`config.mk`:
```
export PLATFORM = sky130hd
export DESIGN_NAME = udp_payload_extractor
export DESIGN_NICKNAME = d
export VERILOG_FILES = /design/src/rtl/udp_payload_extractor.sv
export SDC_FILE = /design/constraint.sdc
export NUM_CORES = 1
export LEC_CHECK = 0
export CAP_MARGIN = 20
export CORE_MARGIN = 2
export CORE_UTILIZATION = 45
export CTS_CLUSTER_DIAMETER = 40
export DETAILED_ROUTE_END_ITERATION = 6
export DONT_BUFFER_PORTS = 1
export PLACE_DENSITY = 0.58
export SYNTH_ARGS = -nofsm -noshare
export SYNTH_HDL_FRONTEND = slang
export SYNTH_SLANG_ARGS = --single-unit
```
`constraint.sdc`:
```
create_clock -name clk -period 5.3 [get_ports clk]
set_clock_uncertainty 0.2 [all_clocks]
set_input_delay 0.53 -clock clk [delete_from_list [all_inputs] [get_ports clk]]
set_output_delay 0.53 -clock clk [all_outputs]
set_load 0.01 [all_outputs]
```
`src/rtl/udp_payload_extractor.sv`:
```
// UDP receive path: parses an 8-bit Avalon-ST Ethernet/IPv4/UDP frame and forwards only the payload.
// Optional IPv4 header checksum verification is enabled by defining UDP_RX_IP_CSUM_CHECK_EN.
module udp_payload_extractor #(
    parameter logic [15:0] LOCAL_PORT = 16'd5000,
    parameter int          CNT_WIDTH  = 16
) (
    input  logic                 clk,
    input  logic                 reset,
    input  logic [31:0]          cfg_local_ip,
    output logic                 in_ready,
    input  logic                 in_valid,
    input  logic [7:0]           in_data,
    input  logic                 in_startofpacket,
    input  logic                 in_endofpacket,
    input  logic                 out_ready,
    output logic                 out_valid,
    output logic [7:0]           out_data,
    output logic                 out_startofpacket,
    output logic                 out_endofpacket,
    output logic                 out_error,
    output logic [31:0]          out_src_ip,
    output logic [15:0]          out_src_port,
    output logic [15:0]          out_len,
    output logic [CNT_WIDTH-1:0] drop_count
);

    // Handshake: a beat transfers on a rising edge where valid and ready are both high;
    // valid never depends on ready, and a source holds its beat until it is taken.

    typedef enum logic [1:0] {
        IDLE    = 2'd0,
        HDR     = 2'd1,
        PAYLOAD = 2'd2,
        DROP    = 2'd3
    } state_t;

    state_t      state, state_nxt;
    logic [5:0]  byte_cnt;
    logic        reject;
    logic [31:0] src_ip_q;
    logic [15:0] src_port_q;
    logic [15:0] udp_len_q;
    logic [15:0] remaining;
    logic        first_byte;

    logic beat;
    logic hdr_bad;
    logic csum_bad;
    logic last_hdr;
    logic reject_all;
    logic accept;
    logic drop_inc;

    assign beat       = in_valid & in_ready;
    assign last_hdr   = (state == HDR) && (byte_cnt == 6'd41);
    assign reject_all = reject | hdr_bad | csum_bad | (udp_len_q <= 16'd8);
    assign accept     = beat & last_hdr & ~reject_all & ~in_endofpacket;

    always_comb begin
        in_ready = 1'b0;
        if (!reset)
            in_ready = (state == PAYLOAD) ? (out_ready | ~out_valid) : 1'b1;
    end

    // Fixed-value header fields; any mismatch is remembered until the byte-41 decision.
    always_comb begin
        hdr_bad = 1'b0;
        case (byte_cnt)
            6'd12:   hdr_bad = (in_data != 8'h08);
            6'd13:   hdr_bad = (in_data != 8'h00);
            6'd14:   hdr_bad = (in_data != 8'h45);
            6'd23:   hdr_bad = (in_data != 8'h11);
            6'd30:   hdr_bad = (in_data != cfg_local_ip[31:24]);
            6'd31:   hdr_bad = (in_data != cfg_local_ip[23:16]);
            6'd32:   hdr_bad = (in_data != cfg_local_ip[15:8]);
            6'd33:   hdr_bad = (in_data != cfg_local_ip[7:0]);
            6'd36:   hdr_bad = (in_data != LOCAL_PORT[15:8]);
            6'd37:   hdr_bad = (in_data != LOCAL_PORT[7:0]);
            default: hdr_bad = 1'b0;
        endcase
    end

`ifdef UDP_RX_IP_CSUM_CHECK_EN
    logic [15:0] csum;
    logic [7:0]  csum_hi;
    logic [16:0] csum_add;

    assign csum_add = {1'b0, csum} + {1'b0, csum_hi, in_data};
    assign csum_bad = (csum != 16'hFFFF);

    // Ones-complement sum over the IPv4 header words with end-around carry.
    always_ff @(posedge clk) begin
        if (reset) begin
            csum    <= 16'd0;
            csum_hi <= 8'd0;
        end else if (state == IDLE && beat && in_startofpacket) begin
            csum    <= 16'd0;
        end else if (state == HDR && beat && byte_cnt >= 6'd14 && byte_cnt <= 6'd33) begin
            if (!byte_cnt[0])
                csum_hi <= in_data;
            else
                csum <= csum_add[15:0] + {15'd0, csum_add[16]};
        end
    end
`else
    assign csum_bad = 1'b0;
`endif

    always_ff @(posedge clk) begin
        if (reset)
            state <= IDLE;
        else
            state <= state_nxt;
    end

    always_comb begin
        state_nxt = state;
        drop_inc  = 1'b0;
        case (state)
            IDLE: begin
                if (beat && in_startofpacket) begin
                    if (in_endofpacket)
                        drop_inc = 1'b1;
                    else
                        state_nxt = HDR;
                end
            end
            HDR: begin
                if (beat) begin
                    if (byte_cnt == 6'd41) begin
                        if (reject_all || in_endofpacket) begin
                            drop_inc  = 1'b1;
                            state_nxt = in_endofpacket ? IDLE : DROP;
                        end else begin
                            state_nxt = PAYLOAD;
                        end
                    end else if (in_endofpacket) begin
                        drop_inc  = 1'b1;
                        state_nxt = IDLE;
                    end
                end
            end
            PAYLOAD: begin
                if (beat) begin
                    if (remaining == 16'd1)
                        state_nxt = in_endofpacket ? IDLE : DROP;
                    else if (in_endofpacket)
                        state_nxt = IDLE;
                end
            end
            DROP: begin
                if (beat && in_endofpacket)
                    state_nxt = IDLE;
            end
            default: state_nxt = IDLE;
        endcase
    end

    always_ff @(posedge clk) begin
        if (reset) begin
            byte_cnt          <= 6'd0;
            reject            <= 1'b0;
            src_ip_q          <= 32'd0;
            src_port_q        <= 16'd0;
            udp_len_q         <= 16'd0;
            remaining         <= 16'd0;
            first_byte        <= 1'b0;
            out_valid         <= 1'b0;
            out_data          <= 8'd0;
            out_startofpacket <= 1'b0;
            out_endofpacket   <= 1'b0;
            out_error         <= 1'b0;
            out_src_ip        <= 32'd0;
            out_src_port      <= 16'd0;
            out_len           <= 16'd0;
            drop_count        <= '0;
        end else begin
            if (state == IDLE && beat && in_startofpacket) begin
                byte_cnt <= 6'd1;
                reject   <= 1'b0;
            end else if (state == HDR && beat) begin
                byte_cnt <= byte_cnt + 6'd1;
                reject   <= reject | hdr_bad;
                case (byte_cnt)
                    6'd26:   src_ip_q[31:24]  <= in_data;
                    6'd27:   src_ip_q[23:16]  <= in_data;
                    6'd28:   src_ip_q[15:8]   <= in_data;
                    6'd29:   src_ip_q[7:0]    <= in_data;
                    6'd34:   src_port_q[15:8] <= in_data;
                    6'd35:   src_port_q[7:0]  <= in_data;
                    6'd38:   udp_len_q[15:8]  <= in_data;
                    6'd39:   udp_len_q[7:0]   <= in_data;
                    default: ;
                endcase
            end

            if (accept) begin
                out_src_ip   <= src_ip_q;
                out_src_port <= src_port_q;
                out_len      <= udp_len_q - 16'd8;
                remaining    <= udp_len_q - 16'd8;
                first_byte   <= 1'b1;
            end

            // Output register: loads on every accepted payload byte, empties when taken.
            if (state == PAYLOAD && beat) begin
                out_valid         <= 1'b1;
                out_data          <= in_data;
                out_startofpacket <= first_byte;
                out_endofpacket   <= (remaining == 16'd1) | in_endofpacket;
                out_error         <= in_endofpacket & (remaining != 16'd1);
                first_byte        <= 1'b0;
                remaining         <= remaining - 16'd1;
            end else if (out_ready) begin
                out_valid         <= 1'b0;
                out_startofpacket <= 1'b0;
                out_endofpacket   <= 1'b0;
                out_error         <= 1'b0;
            end

            if (drop_inc && drop_count != {CNT_WIDTH{1'b1}})
                drop_count <= drop_count + {{(CNT_WIDTH-1){1'b0}}, 1'b1};
        end
    end

endmodule

```
======== Word level (Yosys, flattened, before mapping) ========
Index checks and enable logic that the tools add are counted.
word-level totals
  register bits ........................... 182
  input bits .............................. 46
  output and inout port bits .............. 93
operators by class
  $add $sub $neg .......................... 4
  order comparisons ....................... 1
  equal/unequal tests ..................... 39
  multiplexer cells ....................... 29
  bitwise logic cells ..................... 13
  reductions and logical operators ........ 25
operators by type and width
  kind                                                                               number
  6-bit == test, second input constant                                               9
  6-bit by 5-bit == test with 1-bit output, second input constant                    7
  16-bit two-way mux                                                                 2
  8-bit != test                                                                      4
  3-bit AND reduction                                                                8
  2-bit two-way mux                                                                  10
  6-bit by 4-bit == test with 1-bit output, second input constant                    3
  16-bit by 1-bit adder with 16-bit output, second input constant                    1
  16-bit by 1-bit == test with 1-bit output, second input constant                   1
  16-bit by 4-bit less-or-equal comparator with 1-bit output, second input constant  1
  16-bit by 1-bit != test with 1-bit output, second input constant                   1
  16-bit != test, second input constant                                              1
  8-bit by 5-bit != test with 1-bit output, second input constant                    2
  16-bit by 1-bit subtractor with 16-bit output, second input constant               1
  16-bit by 4-bit subtractor with 16-bit output, second input constant               1
  1-bit two-way mux                                                                  14
  2-bit != test, second input constant                                               5
  1-bit case mux with 10 select lines                                                1
  1-bit logical AND                                                                  8
  8-bit by 4-bit != test with 1-bit output, second input constant                    1
  8-bit by 7-bit != test with 1-bit output, second input constant                    1
  8-bit != test, second input constant                                               1
  2-bit case mux with 4 select lines                                                 1
  8-bit nonzero test                                                                 1
  other kinds (12)                                                                   26

======== Logic depth before layout (Yosys ltp) ========
  word-level depth ........................ 10
  mapped depth ............................ 9

======== Worst setup path after synthesis ========
OpenSTA, ideal clock, no wires.
  path type ............................... input-to-reg
  start ................................... in reset
  end ..................................... reg remaining[13]
  arrival ................................. 2.354 ns
  data required time ...................... 5.026 ns
  slack ................................... 2.672 ns
  stages on the path ...................... 8
  cell sequence ........................... clkbuf_1 nor4bb_1 and2_1 buf_2 nand3_1 or4_1 or3_1 a31oi_1
on the way
  longest elaborated chain between the ends .. 6
RTL lines
  element                              RTL line  RTL
  start: declaration                   8         input logic reset,
  1-bit two-way mux                    61        if (!reset)
  1-bit AND                            54        assign beat = in_valid & in_ready;
  1-bit AND (3 in a row)               57        assign accept = beat & last_hdr & ~reject_all & ~in_endofpacket;
  2-bit nonzero test (no source line)  --
  end signal: assignment               201       remaining <= udp_len_q - 16'd8;
  end signal: assignment               213       remaining <= remaining - 16'd1;
  end: declaration                     43        logic [15:0] remaining;
Several ways; a longest one is shown, not always the timed one.
A chain may end at the register's enable or synchronous reset.

======== Worst setup path after layout ========
  start ................................... reg byte_cnt[1]
  end ..................................... reg out_src_ip[14]
on the way
  longest elaborated chain between the ends .. 7
RTL lines
  element                                      RTL line  RTL
  start: declaration                           38        logic [5:0] byte_cnt;
  start signal: assignment                     182       byte_cnt <= byte_cnt + 6'd1;
  6-bit == test, or another cell as far along  68        case (byte_cnt)
  1-bit case mux with 10 select lines          68
  1-bit OR (2 in a row)                        56        assign reject_all = reject | hdr_bad | csum_bad | (udp_len_q <= 16'd8);
  1-bit inverter                               57
  1-bit AND (*) (2 in a row)                   57
  end signal: assignment                       198       out_src_ip <= src_ip_q;
  end: declaration                             21        output logic [31:0] out_src_ip,
Mark *: on every way between the ends. The rest lies on a longest branch, timed or not.

==> impl_metrics.env <==
export IMPL_combPwrFrac_pct=2.1
export IMPL_synth_area_per_cell_um2=8.50
export IMPL_ys_seq_area_share_pct=47.3
export IMPL_worstMarginPinSlew_ns=1.01
export IMPL_clock_latency_ns=0.43
export IMPL_dr_total_vias=6248
export IMPL_cts_tree="done"
export IMPL_drc=0
export IMPL_die_area_um2=18200
export IMPL_synth_xor_xnor_area_share_pct=3.29
export IMPL_htreeDepth=4
export IMPL_drive_above_1_share_pct=5.11
export IMPL_row_count=47
export IMPL_muxShareOfSynthArea_pct=8.44
export IMPL_p_sw_share_pct=22.0
export IMPL_async_flop_share_pct=0
export IMPL_placed_area_um2=7770
export IMPL_synth_top_family_by_area="simple AND/OR/NAND/NOR gates"
export IMPL_numCtsBuffers=17
export IMPL_filler_cell_count=1592
export IMPL_crit_type="reg2reg"
export IMPL_finalSetupTns_ns=0
export IMPL_synth_common_cells="dfxtp_1, nand2_1, nor2_1"
export IMPL_synth_top_cell_by_area="dfxtp_1"
export IMPL_post_cts_buffers=0
export IMPL_fp_coreArea_um2=16600
export IMPL_fin_cells=1101
export IMPL_synth_edff_count=0
export IMPL_die_y_um=135
export IMPL_cts_sink_count=182
export IMPL_drv_cap=0
export IMPL_grt_overflow=0
export IMPL_dr_first_iter_drc_count=366
export IMPL_final_hold_viol_count=0
export IMPL_period_share_pct=68.8
export IMPL_dp_cells=1067
export IMPL_synth_top_area_share_pct=47.3
export IMPL_multiInputGateArea_um2=3780
export IMPL_cp_max_fo=36
export IMPL_cts_buffer_depth=2
export IMPL_post_synth_top_count_cell="dfxtp_1"
export IMPL_die_width_um=135
export IMPL_ff_latch_area_um2=3640
export IMPL_final_antenna_net_count=0
export IMPL_ys_types=55
export IMPL_areaGrowthSynthToFinish_pct=8.33
export IMPL_nNetsFinal=922
export IMPL_synth_ff_type="dfxtp_1"
export IMPL_power_net_switching_mw=0.572
export IMPL_drt_wl_total_um=19400
export IMPL_viasPerCell=5.67
export IMPL_fmax_mhz=274
export IMPL_dpl_hpwl_um=12500
export IMPL_start_util_pct=46.3
export IMPL_ios=139
export IMPL_grt_pass1_vias=5874
export IMPL_cp_start_kind="flip-flop"
export IMPL_holdCritPathClass="in2reg"
export IMPL_peakVddDrop_v=0.000239
export IMPL_final_cell_area_um2=8350
export IMPL_diodes=0
export IMPL_dr_pass1_iters=7
export IMPL_crit_arrival_ns=3.80
export IMPL_p_per_area_nw_per_um2=311
export IMPL_slew_headroom_pct=31.7
export IMPL_yosys_register_bits=182
export IMPL_synth_adder_area_share_pct=1.30
export IMPL_period_minus_slack_ns=3.65
export IMPL_worstPathRequired_ns=5.45
export IMPL_synthSimpleGateAreaFrac_pct=22.2
export IMPL_track_usage_pct=21.7
export IMPL_grt_pass1_wl_um=31400
export IMPL_yosys_warnings=0
export IMPL_p_int_mw=2.03
export IMPL_antenna_found_initial=0
export IMPL_synth_compound_area_share_pct=13.7
export IMPL_synth_area_um2=7710
export IMPL_cp_end_kind="flip-flop"
export IMPL_p_leak_nw=3.29
export IMPL_postSynthNetCount=961
export IMPL_grt_max_degree=173
export IMPL_synthCells=907
export IMPL_yosys_top_cells_area="dfxtp_1, mux2i_1, nand2_1, a21oi_1, nor2_1"
export IMPL_pwr_share_clk_pct=45.2
export IMPL_port_buffers=0
export IMPL_grt_setup_unrepaired="false"
export IMPL_pwr_share_seq_pct=52.8
export IMPL_place_congestion=0.844
export IMPL_clkTransAtPathRegs_ns=0.07
export IMPL_slew_violations=0
export IMPL_cts_root_buffer="clkbuf_16"
export IMPL_status="finished, final reports clean"
export IMPL_wire_per_inst_um=17.6
export IMPL_setup_viol=0
[worst max-delay path: stages, from the launching register on]
cell      delay, ns
dfxtp_1        0.34
inv_1          0.10
ha_1           0.47
nor4bb_1       0.64
nor3b_1        0.38
o211a_2        0.70
buf_4          0.45
nand2_1        0.11
a21oi_1        0.16
[layout by cell type (no fill, tap or decap), types with 7 or more instances in the layout]
master     count
nand4_1        8
dfxtp_1      182
o211ai_1       7
clkbuf_16     17
o21ai_0       11
nor4_1         8
a31oi_1       14
ha_1           8
or3_1         11
xnor2_1        7
and3_1         9
or4_1          7
a21oi_1       91
inv_1         13
nand2_1      160
nor3_1         9
nor2_1       102
mux2i_1       65
xor2_1        22
nand3_1       24
a22oi_1       10
[state kept, by name, indices dropped and copies added (netlist names)]
| signal | flops |
|---|---|
| src_ip_q | 32 |
| out_src_ip | 32 |
| src_port_q | 16 |
| state | 2 |
| byte_cnt | 6 |
| out_len | 16 |
| out_valid | 1 |
| drop_count | 16 |
| out_error | 1 |
| remaining | 16 |
| udp_len_q | 16 |
| out_data | 8 |
| out_src_port | 16 |
| first_byte | 1 |
| out_startofpacket | 1 |
| out_endofpacket | 1 |
| reject | 1 |
[timing repair]
item	CTS	global route
hold buffers	2	0
hold endpoints to repair	172	0
resized for setup	0	0
[stage by stage]
stage	worst slack, ns	util (%)	hold slack, ns	power (mW)
after floorplan	2.67	-	0.232	1.45
after global placement	1.88	46.7	0.237	1.43
after detailed placement	1.66	46.7	0.244	1.43
after CTS	1.65	50.2	0.0181	2.63
after global routing	1.28	50.2	0.0282	2.69
final	1.65	50.2	0.0415	2.60
[power by group through the flow]
stage	clock (mW)	combinational [mW]	sequential, mW
floorplan	0	0.0512	1.40
global placement	0	0.0305	1.40
detailed placement	0	0.0312	1.40
CTS	1.20	0.0538	1.37
global route	1.26	0.0596	1.37
finish	1.17	0.0539	1.37
[cell families (layout without fill, tap and decap cells)]
family / Yosys count / in the layout
and+or+nand+nor: 374 / 374
DFF: 182 / 182
AOI/OAI and AO/OA: 173 / 173
buffers and inverters: 76 / 50
muxes: 65 / 65
xor gates and xnor gates: 29 / 29
adders and majority gates: 8 / 8
[cell type report]
| cell class | count | share of cell area [%] |
|---|---|---|
| Multi-Input combinational cell | 649 | 45.2 |
| Sequential cell | 182 | 43.6 |
| Clock buffer | 22 | 5.68 |
| Tap cell | 220 | 3.30 |
| Clock inverter | 10 | 0.854 |
| Timing Repair Buffer | 5 | 0.719 |
| Inverter | 13 | 0.584 |
[metal layers]
| layer | up-vias | global-route usage (%) | share of wire, % |
|---|---|---|---|
| li1 | 3069 | - | - |
| met1 | 2952 | 28.7 | 45 |
| met2 | 204 | 34.0 | 46 |
| met3 | 23 | 6.46 | 7.6 |
| met4 | 0 | 6.90 | 1.4 |
| met5 | - | 0 | 0 |
[path summary, 6_finish.rpt]
path / startpoint / to / slack [ns] / depth (start not counted)
worst max-delay path: byte_cnt[1] / out_src_ip[14] / 1.65 / 8
worst min-delay path: in_data[3] / out_data[3] / 0.04 / 2
worst max register to register: byte_cnt[1] / out_src_ip[14] / 1.65 / 8
worst min register to register: src_ip_q[26] / out_src_ip[26] / 0.26 / 2
No activity file was read; power rests on OpenSTA's default activity.
